==> config.mk <==
export PLATFORM = sky130hd
export DESIGN_NAME = rtype_exec_stage
export DESIGN_NICKNAME = d
export VERILOG_FILES = /design/src/rtl/rtype_exec_stage_pkg.sv /design/src/rtl/rtype_exec_stage_alu.sv /design/src/rtl/rtype_exec_stage.sv
export SDC_FILE = /design/constraint.sdc
export NUM_CORES = 2
export LEC_CHECK = 0
export ABC_CLOCK_PERIOD_IN_PS = 10590
export CORE_MARGIN = 1.5
export CORE_UTILIZATION = 40
export DETAILED_ROUTE_END_ITERATION = 10
export GPL_ROUTABILITY_DRIVEN = 0
export PLACE_DENSITY = 0.53
export SLEW_MARGIN = 20
export SYNTH_ARGS = -nofsm -noshare
export SYNTH_HDL_FRONTEND = slang
export SYNTH_SLANG_ARGS = --single-unit
==> constraint.sdc <==
create_clock -name Clka -period 10.59 [get_ports Clka]
set_input_delay 3.177 -clock Clka [delete_from_list [all_inputs] [get_ports Clka]]
set_output_delay 3.177 -clock Clka [all_outputs]
set_load 0.005 [all_outputs]
==> src/rtl/rtype_exec_stage_pkg.sv <==
// Shared definitions for the R-type execute stage: instruction field
// positions, opcode/funct encodings, ALU operation enum and the decoder.
package rtype_exec_stage_pkg;

    // Instruction field bit positions
    localparam int OP_MSB    = 31;
    localparam int OP_LSB    = 26;
    localparam int RS_MSB    = 25;
    localparam int RS_LSB    = 21;
    localparam int RT_MSB    = 20;
    localparam int RT_LSB    = 16;
    localparam int RD_MSB    = 15;
    localparam int RD_LSB    = 11;
    localparam int SHAMT_MSB = 10;
    localparam int SHAMT_LSB = 6;
    localparam int FUNCT_MSB = 5;
    localparam int FUNCT_LSB = 0;

    // Opcode and funct encodings
    localparam logic [5:0] OP_RTYPE = 6'h00;
    localparam logic [5:0] FN_SLL   = 6'h00;
    localparam logic [5:0] FN_SRL   = 6'h02;
    localparam logic [5:0] FN_SRA   = 6'h03;
    localparam logic [5:0] FN_SLLV  = 6'h04;
    localparam logic [5:0] FN_SRLV  = 6'h06;
    localparam logic [5:0] FN_SRAV  = 6'h07;
    localparam logic [5:0] FN_ADD   = 6'h20;
    localparam logic [5:0] FN_ADDU  = 6'h21;
    localparam logic [5:0] FN_SUB   = 6'h22;
    localparam logic [5:0] FN_SUBU  = 6'h23;
    localparam logic [5:0] FN_AND   = 6'h24;
    localparam logic [5:0] FN_OR    = 6'h25;
    localparam logic [5:0] FN_XOR   = 6'h26;
    localparam logic [5:0] FN_NOR   = 6'h27;
    localparam logic [5:0] FN_SLT   = 6'h2A;
    localparam logic [5:0] FN_SLTU  = 6'h2B;

    // ALU_NONE marks an unsupported instruction
    typedef enum logic [3:0] {
        ALU_ADD, ALU_ADDU, ALU_SUB, ALU_SUBU,
        ALU_AND, ALU_OR, ALU_XOR, ALU_NOR,
        ALU_SLT, ALU_SLTU, ALU_SLL, ALU_SRL, ALU_SRA,
        ALU_NONE
    } alu_op_e;

    typedef struct packed {
        alu_op_e op;
        logic    var_shift;  // shift amount comes from rs value, not shamt
    } dec_t;

    // Map opcode/funct to an ALU operation; anything else is ALU_NONE
    function automatic dec_t decode_inst(input logic [5:0] opcode, input logic [5:0] funct);
        dec_t d;
        d.op        = ALU_NONE;
        d.var_shift = 1'b0;
        if (opcode == OP_RTYPE) begin
            case (funct)
                FN_ADD:  d.op = ALU_ADD;
                FN_ADDU: d.op = ALU_ADDU;
                FN_SUB:  d.op = ALU_SUB;
                FN_SUBU: d.op = ALU_SUBU;
                FN_AND:  d.op = ALU_AND;
                FN_OR:   d.op = ALU_OR;
                FN_XOR:  d.op = ALU_XOR;
                FN_NOR:  d.op = ALU_NOR;
                FN_SLT:  d.op = ALU_SLT;
                FN_SLTU: d.op = ALU_SLTU;
                FN_SLL:  d.op = ALU_SLL;
                FN_SRL:  d.op = ALU_SRL;
                FN_SRA:  d.op = ALU_SRA;
                FN_SLLV: begin d.op = ALU_SLL; d.var_shift = 1'b1; end
                FN_SRLV: begin d.op = ALU_SRL; d.var_shift = 1'b1; end
                FN_SRAV: begin d.op = ALU_SRA; d.var_shift = 1'b1; end
                default: d.op = ALU_NONE;
            endcase
        end
        return d;
    endfunction

endpackage

==> src/rtl/rtype_exec_stage_alu.sv <==
// Combinational ALU for the supported R-type operations. B is the shifted
// operand; shamt is already selected by the caller. ALU_NONE yields F=0.
module rtype_alu
    import rtype_exec_stage_pkg::*;
(
    input  logic [31:0] A,
    input  logic [31:0] B,
    input  logic [4:0]  shamt,
    input  logic [3:0]  op,
    output logic [31:0] F,
    output logic        ZF,
    output logic        OF
);

    logic signed [31:0] a_s;
    logic signed [31:0] b_s;
    logic [31:0]        sum;
    logic [31:0]        diff;

    // Signed overflow: operands agree in sign but the sum does not
    function automatic logic add_ovf(input logic [31:0] a, input logic [31:0] b, input logic [31:0] s);
        return (a[31] == b[31]) && (s[31] != a[31]);
    endfunction

    // Signed overflow: operands differ in sign and the difference takes b's sign
    function automatic logic sub_ovf(input logic [31:0] a, input logic [31:0] b, input logic [31:0] d);
        return (a[31] != b[31]) && (d[31] != a[31]);
    endfunction

    assign a_s  = A;
    assign b_s  = B;
    assign sum  = A + B;
    assign diff = A - B;

    // Operation select, flags derived from the selected result
    always_comb begin
        F  = 32'h0;
        OF = 1'b0;
        case (alu_op_e'(op))
            ALU_ADD:  begin F = sum;  OF = add_ovf(A, B, sum);  end
            ALU_ADDU: F = sum;
            ALU_SUB:  begin F = diff; OF = sub_ovf(A, B, diff); end
            ALU_SUBU: F = diff;
            ALU_AND:  F = A & B;
            ALU_OR:   F = A | B;
            ALU_XOR:  F = A ^ B;
            ALU_NOR:  F = ~(A | B);
            ALU_SLT:  F = {31'h0, (a_s < b_s)};
            ALU_SLTU: F = {31'h0, (A < B)};
            ALU_SLL:  F = B << shamt;
            ALU_SRL:  F = B >> shamt;
            ALU_SRA:  F = b_s >>> shamt;
            default:  F = 32'h0;
        endcase
        ZF = (F == 32'h0);
    end

endmodule

==> src/rtl/rtype_exec_stage.sv <==
// Two-stage MIPS R-type datapath: ID (decode + register read with
// forwarding from EX/WB) then EX/WB (ALU + register write + status outputs).
module rtype_exec_stage
    import rtype_exec_stage_pkg::*;
#(
    parameter int CNT_W = 16
) (
    input  logic             Clka,
    input  logic             Reset,
    input  logic [31:0]      InstCode,
    input  logic             Inst_Valid,
    output logic [31:0]      ALU_F,
    output logic             ZF,
    output logic             OF,
    output logic             WB_En,
    output logic [4:0]       WB_Addr,
    output logic             Illegal,
    output logic [CNT_W-1:0] Retired_Cnt,
    input  logic [4:0]       Dbg_Addr,
    output logic [31:0]      Dbg_Data
);

    logic [31:0] rf_q [32];
    logic [31:0] rf_d [32];

    // ID stage decode signals
    logic [4:0]  rs_f, rt_f, rd_f, sh_f;
    dec_t        dec;
    logic [31:0] rs_val, rt_val;

    // ID -> EX/WB pipeline registers
    logic        vld_p0_q, vld_p0_d;
    alu_op_e     op_p0_q, op_p0_d;
    logic        var_p0_q, var_p0_d;
    logic [4:0]  rd_p0_q, rd_p0_d;
    logic [4:0]  sh_p0_q, sh_p0_d;
    logic [31:0] a_p0_q, a_p0_d;
    logic [31:0] b_p0_q, b_p0_d;

    // EX/WB signals and registered outputs
    logic [4:0]       sh_eff;
    logic [31:0]      alu_f;
    logic             alu_zf, alu_of;
    logic             we_ex;
    logic [31:0]      alu_f_q, alu_f_d;
    logic             zf_q, zf_d;
    logic             of_q, of_d;
    logic             wb_en_q, wb_en_d;
    logic [4:0]       wb_addr_q, wb_addr_d;
    logic             illegal_q, illegal_d;
    logic [CNT_W-1:0] cnt_q, cnt_d;

    // ID: decode fields and read operands, forwarding the EX/WB result
    always_comb begin
        rs_f = InstCode[RS_MSB:RS_LSB];
        rt_f = InstCode[RT_MSB:RT_LSB];
        rd_f = InstCode[RD_MSB:RD_LSB];
        sh_f = InstCode[SHAMT_MSB:SHAMT_LSB];
        dec  = decode_inst(InstCode[OP_MSB:OP_LSB], InstCode[FUNCT_MSB:FUNCT_LSB]);

        if (rs_f == 5'd0)                     rs_val = 32'h0;
        else if (we_ex && rd_p0_q == rs_f)    rs_val = alu_f;
        else                                  rs_val = rf_q[rs_f];

        if (rt_f == 5'd0)                     rt_val = 32'h0;
        else if (we_ex && rd_p0_q == rt_f)    rt_val = alu_f;
        else                                  rt_val = rf_q[rt_f];

        vld_p0_d = Inst_Valid;
        op_p0_d  = dec.op;
        var_p0_d = dec.var_shift;
        rd_p0_d  = rd_f;
        sh_p0_d  = sh_f;
        a_p0_d   = rs_val;
        b_p0_d   = rt_val;
    end

    // EX/WB: the variable shifts take their amount from the rs operand
    assign sh_eff = var_p0_q ? a_p0_q[4:0] : sh_p0_q;

    rtype_alu u_alu (
        .A     (a_p0_q),
        .B     (b_p0_q),
        .shamt (sh_eff),
        .op    (op_p0_q),
        .F     (alu_f),
        .ZF    (alu_zf),
        .OF    (alu_of)
    );

    // EX/WB: write enable and next values of the status outputs; bubbles hold ALU_F/ZF/OF
    always_comb begin
        we_ex     = vld_p0_q && (op_p0_q != ALU_NONE) && (rd_p0_q != 5'd0) && !alu_of;
        alu_f_d   = alu_f_q;
        zf_d      = zf_q;
        of_d      = of_q;
        wb_addr_d = wb_addr_q;
        if (vld_p0_q) begin
            alu_f_d   = alu_f;
            zf_d      = alu_zf;
            of_d      = alu_of;
            wb_addr_d = rd_p0_q;
        end
        wb_en_d   = we_ex;
        illegal_d = vld_p0_q && (op_p0_q == ALU_NONE);
        cnt_d     = cnt_q + {{(CNT_W-1){1'b0}}, vld_p0_q};
    end

    // Register file next state: single write port from EX/WB
    always_comb begin
        rf_d = rf_q;
        if (we_ex) rf_d[rd_p0_q] = alu_f;
    end

    // Control, status and register file state with synchronous reset
    always_ff @(posedge Clka) begin
        if (Reset) begin
            vld_p0_q  <= 1'b0;
            alu_f_q   <= 32'h0;
            zf_q      <= 1'b1;
            of_q      <= 1'b0;
            wb_en_q   <= 1'b0;
            wb_addr_q <= 5'd0;
            illegal_q <= 1'b0;
            cnt_q     <= '0;
            for (int i = 0; i < 32; i++) rf_q[i] <= 32'h0;
        end else begin
            vld_p0_q  <= vld_p0_d;
            alu_f_q   <= alu_f_d;
            zf_q      <= zf_d;
            of_q      <= of_d;
            wb_en_q   <= wb_en_d;
            wb_addr_q <= wb_addr_d;
            illegal_q <= illegal_d;
            cnt_q     <= cnt_d;
            rf_q      <= rf_d;
        end
    end

    // ID data payload; qualified by vld_p0_q so it needs no reset
    always_ff @(posedge Clka) begin
        op_p0_q  <= op_p0_d;
        var_p0_q <= var_p0_d;
        rd_p0_q  <= rd_p0_d;
        sh_p0_q  <= sh_p0_d;
        a_p0_q   <= a_p0_d;
        b_p0_q   <= b_p0_d;
    end

    assign ALU_F       = alu_f_q;
    assign ZF          = zf_q;
    assign OF          = of_q;
    assign WB_En       = wb_en_q;
    assign WB_Addr     = wb_addr_q;
    assign Illegal     = illegal_q;
    assign Retired_Cnt = cnt_q;
    assign Dbg_Data    = (Dbg_Addr == 5'd0) ? 32'h0 : rf_q[Dbg_Addr];

endmodule

==> metrics <==
Crit. Startpoint Dbg_Addr[1]; total gr overflow 0; PwrDens 124 nW/um2; die area 186000 um2; synthesized net count 7086; Sink Count 1161; Final setup viols 0; worst hold path type flop to flop; Critical Setup Path Class input port to output port; worst reg2reg path startpoint b_p0_q[10]$_SDFF_PN0_; clock buffer depth 3; max capacitance violation total 0; count leader, synth nor2_1; final wirelength 278000 um; post-DR vias/cell 6.59; Clk Tree Root Cell clkbuf_16; RSZ-0062 raised after global routing no; Hold Vio Cnt, Final 0; CP arrival 6280 ps; port buffer count 128; routed vias 60100; Synth top area share 31.6%; Final Max Slew Viols 0; slew at the pin with the worst max-slew slack 1130 ps; hpwl dp 173000 um; #FFs+latches synth 1161; leading area contributor after synthesis dfxtp_1; Cell variety after synth 109; Max Clk Rate 106 MHz; Post-route DRC 0; Post-Place Worst Slack 1190 ps; H-tree depth 4; first-pass GRT wire length 405000 um; Die Ht 432 um; relative max-transition margin 22.2%; CP Capture Point Dbg_Data[9]; initial core utilization 40.2%; critical path data required time 7410 ps; WL/cell 30.5 um; EDFF count, synth 0; worst reg2reg setup slack 3830 ps; maximum vdd drop 0.171 mV; Clk Latency, worst-skew pair 810 ps; ys async rst share 0%; startpoint types input port; die span in x 432 um; Hold Path Cell Cnt 2; Setup TNS 0 ps; fin crit share 89.3%; largest net degree at the start of global routing 194; min cycle time layout 9460 ps; Mapped Avg Cell Area 10.6 um2; leakage 25.7 nW; worst reg2reg path endpoint a_p0_q[14]$_SDFF_PN0_; fin nets 6679; largest cells by area after synthesis dfxtp_1, mux4_2, a211oi_1; post-cts repair resize count 0; Max FO, Critical Path 71; Core Area 183000 um2; top_reg_cell synth dfxtp_1; synth cell count leaders nor2_1, dfxtp_1, mux4_2, a211oi_1, clkbuf_1; Synth Instances 6946; DR iter-0 viols 7769; Post-CTS Hold Buffers 0; TritonCTS Buffers 137; Synth Cell Area 73500 um2; postcts setup bufs 0; # rows 157; Seq/Total Area, Yosys 31.6%; Syn-to-layout area delta 9.85%; first-pass iteration count of the detailed router 9; result of the run finished clean; YS warnings 0; critical path capture point type output port; CTS tree yes; vias in the first global route 57100; share of layout cells above drive strength 1 23.3%; clk_skew 33.0 ps; Final ANT Viol Nets 0; Ports 129; clock transition at the registers of the reported paths 50 ps; Total GRT Usage 29.3%; final setup margin 1130 ps; initial antenna violation count 10; R2R cell count 14
cells in the final DEF, fill, tap and decap left out, drive strengths merged, types with 44 or more instances in the layout:
master,instances
mux2i,238
buf,175
o211ai,44
clkbuf,190
a21oi,186
a211oi,984
dfxtp,1161
o21ai,119
inv,122
ha,98
clkdlybuf4s50,112
nor2b,63
nor2,1284
nand2,213
mux4,1000
nand3,61
nor3,46
worst min path at each step:
stage / start / endpoint
floorplan: rf_q[33]$_SDFFE_PP0P_ / rf_q[33]$_SDFFE_PP0P_
global placement: rf_q[62]$_SDFFE_PP0P_ / rf_q[62]$_SDFFE_PP0P_
detailed placement: rf_q[62]$_SDFFE_PP0P_ / rf_q[62]$_SDFFE_PP0P_
CTS: rf_q[62]$_SDFFE_PP0P_ / rf_q[62]$_SDFFE_PP0P_
global route: rf_q[58]$_SDFFE_PP0P_ / rf_q[58]$_SDFFE_PP0P_
finish: rf_q[62]$_SDFFE_PP0P_ / rf_q[62]$_SDFFE_PP0P_
critical path: stages:
cell and delay (ps):
buf_8 430, buf_4 570, mux4_2 380, mux4_2 490, mux2i_1 320, nor2_1 180
clkdlybuf4s50_1 520
cells by family after synthesis:
logic type                 Yosys count  synth area share (%)
adders and majority gates          100                  1.72
and+or+nand+nor                   1835                  10.5
DFF                               1161                  31.6
xor gates and xnor gates            45                 0.536
muxes                             1279                  34.5
AOI/OAI and AO/OA                 1581                  15.5
buffers and inverters              945                  5.58
cell type report:
| class | instances | area, um2 |
|---|---|---|
| antenna | 8 | 20.0 |
| clock buffer | 190 | 3960 |
| clock inverter | 49 | 669 |
| fill | 17100 | 102000 |
| inverter | 112 | 420 |
| multi-input combinational | 4840 | 46600 |
| sequential | 1161 | 23300 |
| tap | 2464 | 3080 |
| timing repair buffer | 287 | 2760 |
state kept, by name, indices dropped and copies added, names as in the netlist:
name and flops:
op_p0_q 4, WB_En 1, Illegal 1, a_p0_q 32
b_p0_q 32, sh_p0_q 5, WB_Addr 5, OF 1
var_p0_q 1, Retired_Cnt 16, rd_p0_q 5, ZF 1
rf_q 1024, vld_p0_q 1, ALU_F 32
power by group:
group | switching, W | internal (W) | leakage [nW]
Clock | 0.00200 | 0.00292 | 2.29
Sequential | 0.0000175 | 0.00438 | 9.36
Combinational | 0.000454 | 0.000243 | 14.1
metrics by stage:
stage	hold WS [ps]	power, W	instance area [um2]	utilization, %	cells
floorplan	453	0.00496	73500	-	6946
global placement	469	0.00518	76100	41.6	8863
detailed placement	475	0.00519	76100	41.6	8863
CTS	483	0.0101	80700	44.1	9102
global route	500	0.0103	80800	44.2	9110
finish	483	0.0100	80800	44.2	9111
per-layer routing:
layer  part of all wire, %  up-vias  global-route usage (%)
met4                   4.4        8                    12.1
met5                 0.021        -                       0
met2                    45     3261                    44.7
met3                   9.6      619                    6.33
li1                      -    25900                       -
met1                    41    30300                    40.3
(Power assumes the default switching activity.)
